## config.mk

```make
export PLATFORM = sky130hd
export DESIGN_NAME = jtpopeye_objdraw
export DESIGN_NICKNAME = d
export VERILOG_FILES = /design/src/rtl/jtpopeye_obj_pkg.sv /design/src/rtl/jtpopeye_obj_linebuf.sv /design/src/rtl/jtpopeye_objdraw.sv
export SDC_FILE = /design/constraint.sdc
export NUM_CORES = 2
export LEC_CHECK = 0
export ABC_AREA = 1
export CAP_MARGIN = 10
export CORE_MARGIN = 3
export CORE_UTILIZATION = 35
export DETAILED_ROUTE_END_ITERATION = 7
export MAX_ROUTING_LAYER = met4
export SETUP_SLACK_MARGIN = 0.2
export SKIP_LAST_GASP = 1
export SLEW_MARGIN = 20
export SYNTH_ARGS = -nofsm -noshare
export SYNTH_HDL_FRONTEND = slang
export SYNTH_SLANG_ARGS = --single-unit
```

## constraint.sdc

```tcl
create_clock -name clk -period 9.5 [get_ports clk]
set_input_delay 1.425 -clock clk [delete_from_list [all_inputs] [get_ports clk]]
set_output_delay 1.425 -clock clk [all_outputs]
set_load 0.01 [all_outputs]
```

## src/rtl/jtpopeye_obj_pkg.sv

```systemverilog
// Shared definitions for the object line renderer: FSM state encoding,
// default parameter values and the ROM word geometry helper.
package jtpopeye_obj_pkg;

  typedef enum logic [1:0] {
    ST_IDLE  = 2'd0,
    ST_FETCH = 2'd1,
    ST_DRAW  = 2'd2
  } obj_state_t;

  localparam int DEF_CW   = 3;
  localparam int DEF_PW   = 2;
  localparam int DEF_HW   = 8;
  localparam int DEF_AW   = 13;
  localparam int DEF_NOBJ = 16;
  localparam int ROM_DW   = 32;

  // Number of pixels packed in one ROM word for a given pixel width
  function automatic int pix_per_word(input int pw);
    return ROM_DW / pw;
  endfunction

endpackage

```

## src/rtl/jtpopeye_obj_linebuf.sv

```systemverilog
// Double-buffered object line buffer. The bank selected by draw_bank takes
// draw writes; the other bank is read at scan_addr and cleared at the same
// location in the same cycle (read-first), so it is blank when it next
// becomes the draw bank.
module jtpopeye_obj_linebuf #(
  parameter int HW = 8,
  parameter int DW = 5
) (
  input  logic          clk,
  input  logic          rst,
  input  logic          cen,
  input  logic          draw_bank,
  input  logic          draw_we,
  input  logic [HW-1:0] draw_addr,
  input  logic [DW-1:0] draw_data,
  input  logic [HW-1:0] scan_addr,
  output logic [DW-1:0] scan_data
);

  localparam int LEN = 1 << HW;

  logic out_bank_reg;
  logic out_en_reg;

  generate
    for (genvar gi = 0; gi < 2; gi++) begin : g_bank
      logic [DW-1:0] mem [LEN];
      logic [DW-1:0] rd_reg;
      logic          is_draw;
      logic          we;
      logic [HW-1:0] wa;
      logic [DW-1:0] wd;

      // Each bank owns one write port: draw data when drawing, zero when scanning
      assign is_draw = (draw_bank == 1'(gi));
      assign we      = cen & (is_draw ? draw_we : 1'b1);
      assign wa      = is_draw ? draw_addr : scan_addr;
      assign wd      = is_draw ? draw_data : '0;

      // Write port plus registered read (old data returned on clear-behind)
      always_ff @(posedge clk) begin
        if (we) mem[wa] <= wd;
        if (cen) rd_reg <= mem[scan_addr];
      end
    end
  endgenerate

  // Track which bank the registered read belongs to; blank output until first read
  always_ff @(posedge clk or posedge rst) begin
    if (rst) begin
      out_bank_reg <= 1'b1;
      out_en_reg   <= 1'b0;
    end else if (cen) begin
      out_bank_reg <= ~draw_bank;
      out_en_reg   <= 1'b1;
    end
  end

  assign scan_data = !out_en_reg  ? '0 :
                     out_bank_reg ? g_bank[1].rd_reg : g_bank[0].rd_reg;

endmodule

```

## src/rtl/jtpopeye_objdraw.sv

```systemverilog
// Object line renderer: accepts object entries, fetches each 32-bit ROM row
// over a cs/ok handshake, and draws non-transparent pixels into the draw
// bank of a double-buffered line buffer while the other bank is scanned out.
// Optional feature macro: JTPOPEYE_OBJ_HFLIP_EN enables horizontal flip.
module jtpopeye_objdraw
  import jtpopeye_obj_pkg::*;
#(
  parameter int CW   = DEF_CW,
  parameter int PW   = DEF_PW,
  parameter int HW   = DEF_HW,
  parameter int AW   = DEF_AW,
  parameter int NOBJ = DEF_NOBJ
) (
  input  logic          clk,
  input  logic          rst,
  input  logic          cen,
  input  logic          line_start,
  input  logic [HW-1:0] H,
  input  logic          obj_valid,
  output logic          obj_ready,
  input  logic [HW-1:0] obj_x,
  input  logic [CW-1:0] obj_pal,
  input  logic [AW-1:0] obj_addr,
  input  logic          obj_hflip,
  output logic [AW-1:0] rom_addr,
  output logic          rom_cs,
  input  logic          rom_ok,
  input  logic [31:0]   rom_data,
  output logic [CW-1:0] OBJC,
  output logic [PW-1:0] OBJV,
  output logic          overflow
);

  localparam int NPIX = pix_per_word(PW);
  localparam int KW   = $clog2(NPIX);
  localparam int CNTW = $clog2(NOBJ + 1) + 1;

  obj_state_t    state_reg, state_next;
  logic          bank_reg, bank_next;
  logic [CNTW-1:0] cnt_reg, cnt_next, cnt_base;
  logic          overflow_reg, overflow_next;
  logic          ready_reg, ready_next;
  logic          cs_reg, cs_next;
  logic [AW-1:0] addr_reg, addr_next;
  logic [HW-1:0] x_reg, x_next;
  logic [CW-1:0] pal_reg, pal_next;
  logic          hflip_reg, hflip_next;
  logic [31:0]   data_reg, data_next;
  logic [KW-1:0] k_reg, k_next;

  logic          transfer;
  logic [KW-1:0] pix_idx;
  logic [PW-1:0] pix;
  logic          draw_we;
  logic [HW-1:0] draw_addr;

  assign transfer  = cen & obj_valid & ready_reg;
  assign pix_idx   = hflip_reg ? (KW'(NPIX - 1) - k_reg) : k_reg;
  assign pix       = data_reg[PW*pix_idx +: PW];
  assign draw_addr = x_reg + HW'(k_reg);
  assign cnt_base  = line_start ? '0 : cnt_reg;

`ifdef JTPOPEYE_OBJ_HFLIP_EN
  wire hflip_in = obj_hflip;
`else
  wire hflip_in = 1'b0;
  wire unused_hflip = obj_hflip;
`endif

  // Next-state logic: line swap, entry accept, ROM fetch and pixel drawing
  always_comb begin
    state_next    = state_reg;
    bank_next     = bank_reg;
    cnt_next      = cnt_reg;
    overflow_next = overflow_reg;
    addr_next     = addr_reg;
    x_next        = x_reg;
    pal_next      = pal_reg;
    hflip_next    = hflip_reg;
    data_next     = data_reg;
    k_next        = k_reg;
    draw_we       = 1'b0;
    if (cen) begin
      if (line_start) begin
        // New line: swap banks and abort any fetch/draw in flight
        bank_next     = ~bank_reg;
        cnt_next      = '0;
        overflow_next = 1'b0;
        state_next    = ST_IDLE;
      end
      if (transfer) begin
        // Entry coinciding with line_start counts toward the new line
        x_next     = obj_x;
        pal_next   = obj_pal;
        hflip_next = hflip_in;
        if (cnt_base < CNTW'(NOBJ)) begin
          cnt_next   = cnt_base + 1'b1;
          addr_next  = obj_addr;
          state_next = ST_FETCH;
        end else begin
          overflow_next = 1'b1;
        end
      end else if (!line_start) begin
        case (state_reg)
          ST_FETCH: if (rom_ok) begin
            data_next  = rom_data;
            k_next     = '0;
            state_next = ST_DRAW;
          end
          ST_DRAW: begin
            draw_we = (pix != '0);
            k_next  = k_reg + 1'b1;
            if (k_reg == KW'(NPIX - 1)) state_next = ST_IDLE;
          end
          default: ;
        endcase
      end
    end
    ready_next = (state_next == ST_IDLE);
    cs_next    = (state_next == ST_FETCH);
  end

  // State and registered outputs
  always_ff @(posedge clk or posedge rst) begin
    if (rst) begin
      state_reg    <= ST_IDLE;
      bank_reg     <= 1'b0;
      cnt_reg      <= '0;
      overflow_reg <= 1'b0;
      ready_reg    <= 1'b1;
      cs_reg       <= 1'b0;
      addr_reg     <= '0;
      x_reg        <= '0;
      pal_reg      <= '0;
      hflip_reg    <= 1'b0;
      data_reg     <= '0;
      k_reg        <= '0;
    end else begin
      state_reg    <= state_next;
      bank_reg     <= bank_next;
      cnt_reg      <= cnt_next;
      overflow_reg <= overflow_next;
      ready_reg    <= ready_next;
      cs_reg       <= cs_next;
      addr_reg     <= addr_next;
      x_reg        <= x_next;
      pal_reg      <= pal_next;
      hflip_reg    <= hflip_next;
      data_reg     <= data_next;
      k_reg        <= k_next;
    end
  end

  assign obj_ready = ready_reg;
  assign rom_cs    = cs_reg;
  assign rom_addr  = addr_reg;
  assign overflow  = overflow_reg;

  jtpopeye_obj_linebuf #(
    .HW (HW),
    .DW (CW + PW)
  ) u_linebuf (
    .clk       (clk),
    .rst       (rst),
    .cen       (cen),
    .draw_bank (bank_reg),
    .draw_we   (draw_we),
    .draw_addr (draw_addr),
    .draw_data ({pal_reg, pix}),
    .scan_addr (H),
    .scan_data ({OBJC, OBJV})
  );

endmodule

```

==> out/metrics.sh <==
CP_DATA_ARRIVAL_TIME_NS=5.33
PLACEDCELLCOUNT=13140
STANDARD_CELL_ROWS=204
GRT-OVFL-TOTAL=0
CLOCK_PATH_BUFFERS=4
SYNTHESIS.NETS=9565
DIE-WIDTH_UM=564.3
CRITPATHLAUNCHTYPE='flop'
YOSYS_MOST_USED_DFF='sky130_fd_sc_hd__edfxtp_1'
HOLDCRITSTARTPOINT='data_reg[17]'
WORST_SETUP_HOLD_PATH_CLK_SLEW_NS=0.06
PORT_BUFFERS=90
SEQ_POWER_SHARE_PCT=50.9
MIN_PATH_TYPE='reg -> reg'
SYNTH_SIMPLE_GATE_AREA_SHARE_PCT=24.11
LARGEST_FAMILY_OF_LOGIC_CELLS_BY_SYNTHESIZED_AREA='simple AND/OR/NAND/NOR gates'
GRT_START_MAX_NET_PINS=215
SHARE_OF_THE_SYNTHESIZED_AREA_IN_COMPOUND_GATES_AO_OA_AOI_OAI_PCT=0.4335
POST_CTS_RESIZE_COUNT=0
COMB_POWER_SHARE_PCT=15.2
ANT_NETS=0
PORTION_OF_THE_CLOCK_CYCLE_CONSUMED_BY_THE_WORST_PATH_IN_THE_FINAL_LAYOUT_PCT=50.95
DIE_HEIGHT_UM=564.3
FILLCELLCOUNT=29200
NUMBER_OF_LIBRARY_CELL_TYPES_MAPPED_BY_SYNTHESIS=46
TIGHTEST_SLEW_NS=1.107
FINAL_NETS=9352
MULTIPLEXER_SHARE_OF_THE_SYNTHESIZED_AREA_PCT=0
GP_CONGESTION=0.8429
SYNTHXORXNORAREAFRAC_PCT=0.07111
CTS.SINK_COUNT=2644
GRT_PASS1_WL_UM=433900
FINALSETUPVIOLATIONS=0
SYNTH-EDFF-COUNT=2570
ROUTED_VIA_DENSITY=5.257
NUM_VIAS=71530
RSZ0062_AT_GRT='no'
SLEW_VIOLATIONS=0
CELLLEAKAGEPOWER_nW=41.81
POWER_SWITCHING_mW=7.999
CLOCKPOWERSHARE_PCT=33.9
FINALSETUPTNS_NS=0
HOLD_VIOL_FINAL=0
HTREE_LEVELS=4
ACHIEVABLE-FREQUENCY_MHz=206.6
SYNTH.MOST_COMMON_CELL='sky130_fd_sc_hd__nand2_1'
FINAL_LAYOUT_SIZE_SUFFIX_GT1_SHARE_PCT=5.920
AREA.GROWTH.SYNTH_TO_FINAL_PCT=11.26
PLACE.DETAILED.HPWL_UM=160200
YOSYSSEQAREASHARE_PCT=72.44
SYNTH_TOP_AREA_SHARE_PCT=70.74
SYNTH.FF_LATCH_COUNT=2644
SETUP.WORST_PATH.CLASS='reg -> reg'
WORSTREG2REGSTART='k_reg[1]'
POSTCTSSETUPBUFFERS=0
SYNTH.AVG_CELL_AREA_UM2=11.50
WORST_PATH_REQUIRED_TIME_NS=9.99
SYNTHADDERAREAFRAC_PCT=0.1101
IO_PINS=92
PROPORTION_OF_REGISTER_BITS_WITH_ASYNCHRONOUS_SET_OR_RESET_AFTER_SYNTHESIS_PCT=2.799
SLEW_HEADROOM_PCT=26.21
FINALNONFILLERCELLS=13610
FIRST_ITER_VIOLATIONS=8059
PWR_DENSITY_CELL_nW_PER_UM2=236.8
NETSWITCHINGFRACTION_PCT=27.83
FINALWORSTPATHREQUIREDPERIOD_NS=4.841
CRITICAL_PATH_PEAK_FANOUT=16
LARGEST_REG_FLOPS=2560
WORST_SKEW_PAIR.LATE_LATENCY_NS=0.89
WORST_SETUP_PATH_END_KIND='flop'
FINCLKSKEW_NS=0.05825
TRITONCTS='built'
SYNTHESIS.AREA_UM2=109100
INITIAL_ANTENNA_VIOLATION_COUNT=11
CELL_INTERNAL_PWR_mW=20.75
RESULT_OF_THE_RUN='complete, no violations'
POWER.IR.VDD_WORST_mV=0.4885
STARTING_DENSITY_OF_THE_CORE_PCT=35.24
FIRST_PASS_DETAILED_ROUTE_ITERATION_TOTAL=7
SYNTH_TOP_AREA_CELLS='sky130_fd_sc_hd__edfxtp_1, sky130_fd_sc_hd__nand3_1, sky130_fd_sc_hd__nand2_1'
DRT_WL_TOTAL_UM=292000
POST_CTS_HOLD_BUFFER_COUNT=0
WORST_SETUP_STARTPOINT='k_reg[1]'
SYNTH.LARGEST_AREA_CELL='sky130_fd_sc_hd__edfxtp_1'
VIAS_IN_THE_FIRST_GLOBAL_ROUTE=69160
DRCVIOLATIONCOUNT=0
FP.DIEAREA_UM2=318400
GLOBALROUTETOTALUTIL_PCT=18.32
POST_DR_WIRELENGTH_CELL_UM=21.46
SYNTHCELLS=9485
CTS-BUFFERS-INSERTED=248
COREAREA_UM2=309600
CTS_ROOT_BUFFER='sky130_fd_sc_hd__clkbuf_16'
SYNTH-WARNING-COUNT=0
DRV.MAX_CAP_VIOLATION_COUNT=0
SYNTH_COMMON_CELLS='sky130_fd_sc_hd__nand2_1, sky130_fd_sc_hd__edfxtp_1, sky130_fd_sc_hd__nand3_1, sky130_fd_sc_hd__nor2_1, sky130_fd_sc_hd__clkbuf_1'
-- layout make-up --
cell class | instances | area, um^2 | share of cell area (%)
Antenna cell | 10 | 25.02 | 0.02062
Clock buffer | 301 | 6521 | 5.373
Clock inverter | 154 | 1363 | 1.123
Inverter | 87 | 380.4 | 0.3134
Multi-Input combinational cell | 6102 | 27070 | 22.30
Sequential cell | 2644 | 79030 | 65.11
Tap cell | 4120 | 5155 | 4.247
Timing Repair Buffer | 189 | 1839 | 1.515
-- routing by layer --
metal / vias to the layer above / routed length [um] / share of wire, % / global-route usage, %
met4: 0 / 10030 / 3.4 / 5.980
li1: 33000 / - / - / -
met1: 35050 / 121900 / 42 / 24.18
met3: 505 / 22520 / 7.7 / 2.602
met2: 2978 / 137600 / 47 / 29.21
met5: - / 0 / 0 / -
-- worst max-delay path: stages (launching register included) --
cell and delay [ns]:
sky130_fd_sc_hd__dfrtp_1 0.72, sky130_fd_sc_hd__inv_1 0.37, sky130_fd_sc_hd__fa_1 0.53, sky130_fd_sc_hd__o21ai_2 0.19, sky130_fd_sc_hd__nand2_1 0.08, sky130_fd_sc_hd__nor2_2 0.18
sky130_fd_sc_hd__xnor2_1 0.20, sky130_fd_sc_hd__a21boi_1 0.23, sky130_fd_sc_hd__nor2_1 0.60, sky130_fd_sc_hd__nand2_1 0.73, sky130_fd_sc_hd__nor2_1 0.61
-- power groups by stage --
| stage | registers [mW] | logic, mW | clock network [mW] |
|---|---|---|---|
| after floorplan | 15.3 | 2.29 | 0 |
| after global placement | 14.9 | 4.37 | 0 |
| after detailed placement | 14.9 | 4.42 | 0 |
| after CTS | 14.6 | 4.43 | 9.88 |
| after global routing | 14.6 | 4.76 | 10.3 |
| final | 14.6 | 4.38 | 9.74 |
-- per-stage QoR --
step                power [mW]  instance area (um^2)  utilization, %  worst slack (ns)  hold WS (ns)
floorplan                17.59                109100               -             1.142        0.4367
global placement         19.25                113500           36.65             3.909        0.4555
detailed placement       19.30                113500           36.65             3.884        0.4548
CTS                      28.94                121400           39.20             4.703        0.4701
global route             29.73                121400           39.20             4.443        0.4882
finish                   28.74                121400           39.20             4.659        0.4660
-- layout by cell type (no fill, tap or decap), drive strengths merged --
master,synthesis,layout
a21boi,2,2
a21oi,10,10
a31oi,1,1
buf,245,106
bufinv,0,24
clkbuf,407,301
clkdlybuf4s50,0,83
clkinv,2,114
clkinvlp,0,14
dfrtp,72,72
dfstp,2,2
diode,0,10
edfxtp,2570,2570
fa,1,1
ha,8,8
inv,85,89
nand2,2839,2839
nand3,2553,2553
nand4,21,21
nor2,584,584
nor3,3,3
nor3b,1,1
o211ai,5,5
o21ai,58,58
o21bai,1,1
o221ai,1,1
o22ai,4,4
or2,2,2
xnor2,4,4
xor2,4,4
-- logic make-up (layout without fill, tap and decap cells) --
| group | after synthesis | count (layout) |
|---|---|---|
| AO/OA/AOI/OAI | 82 | 82 |
| XOR/XNOR | 8 | 8 |
| adder cells (fa/ha/maj) | 9 | 9 |
| buffers and inverters | 739 | 731 |
| flip-flops | 2644 | 2644 |
| other | 0 | 10 |
| AND/OR/NAND/NOR | 6003 | 6003 |
-- final timing paths --
kind,to,slack (ns),cells after the start
min,data_reg[17],0.47,2
max in group asynchronous,rom_addr[5],7.90,3
min reg2reg,data_reg[17],0.47,2
max reg2reg,u_linebuf.g_bank[1].mem[31][4],4.66,10
min in group asynchronous,data_reg[12],1.04,3
max,u_linebuf.g_bank[1].mem[31][4],4.66,10
Power figures use the tool's default switching activity.
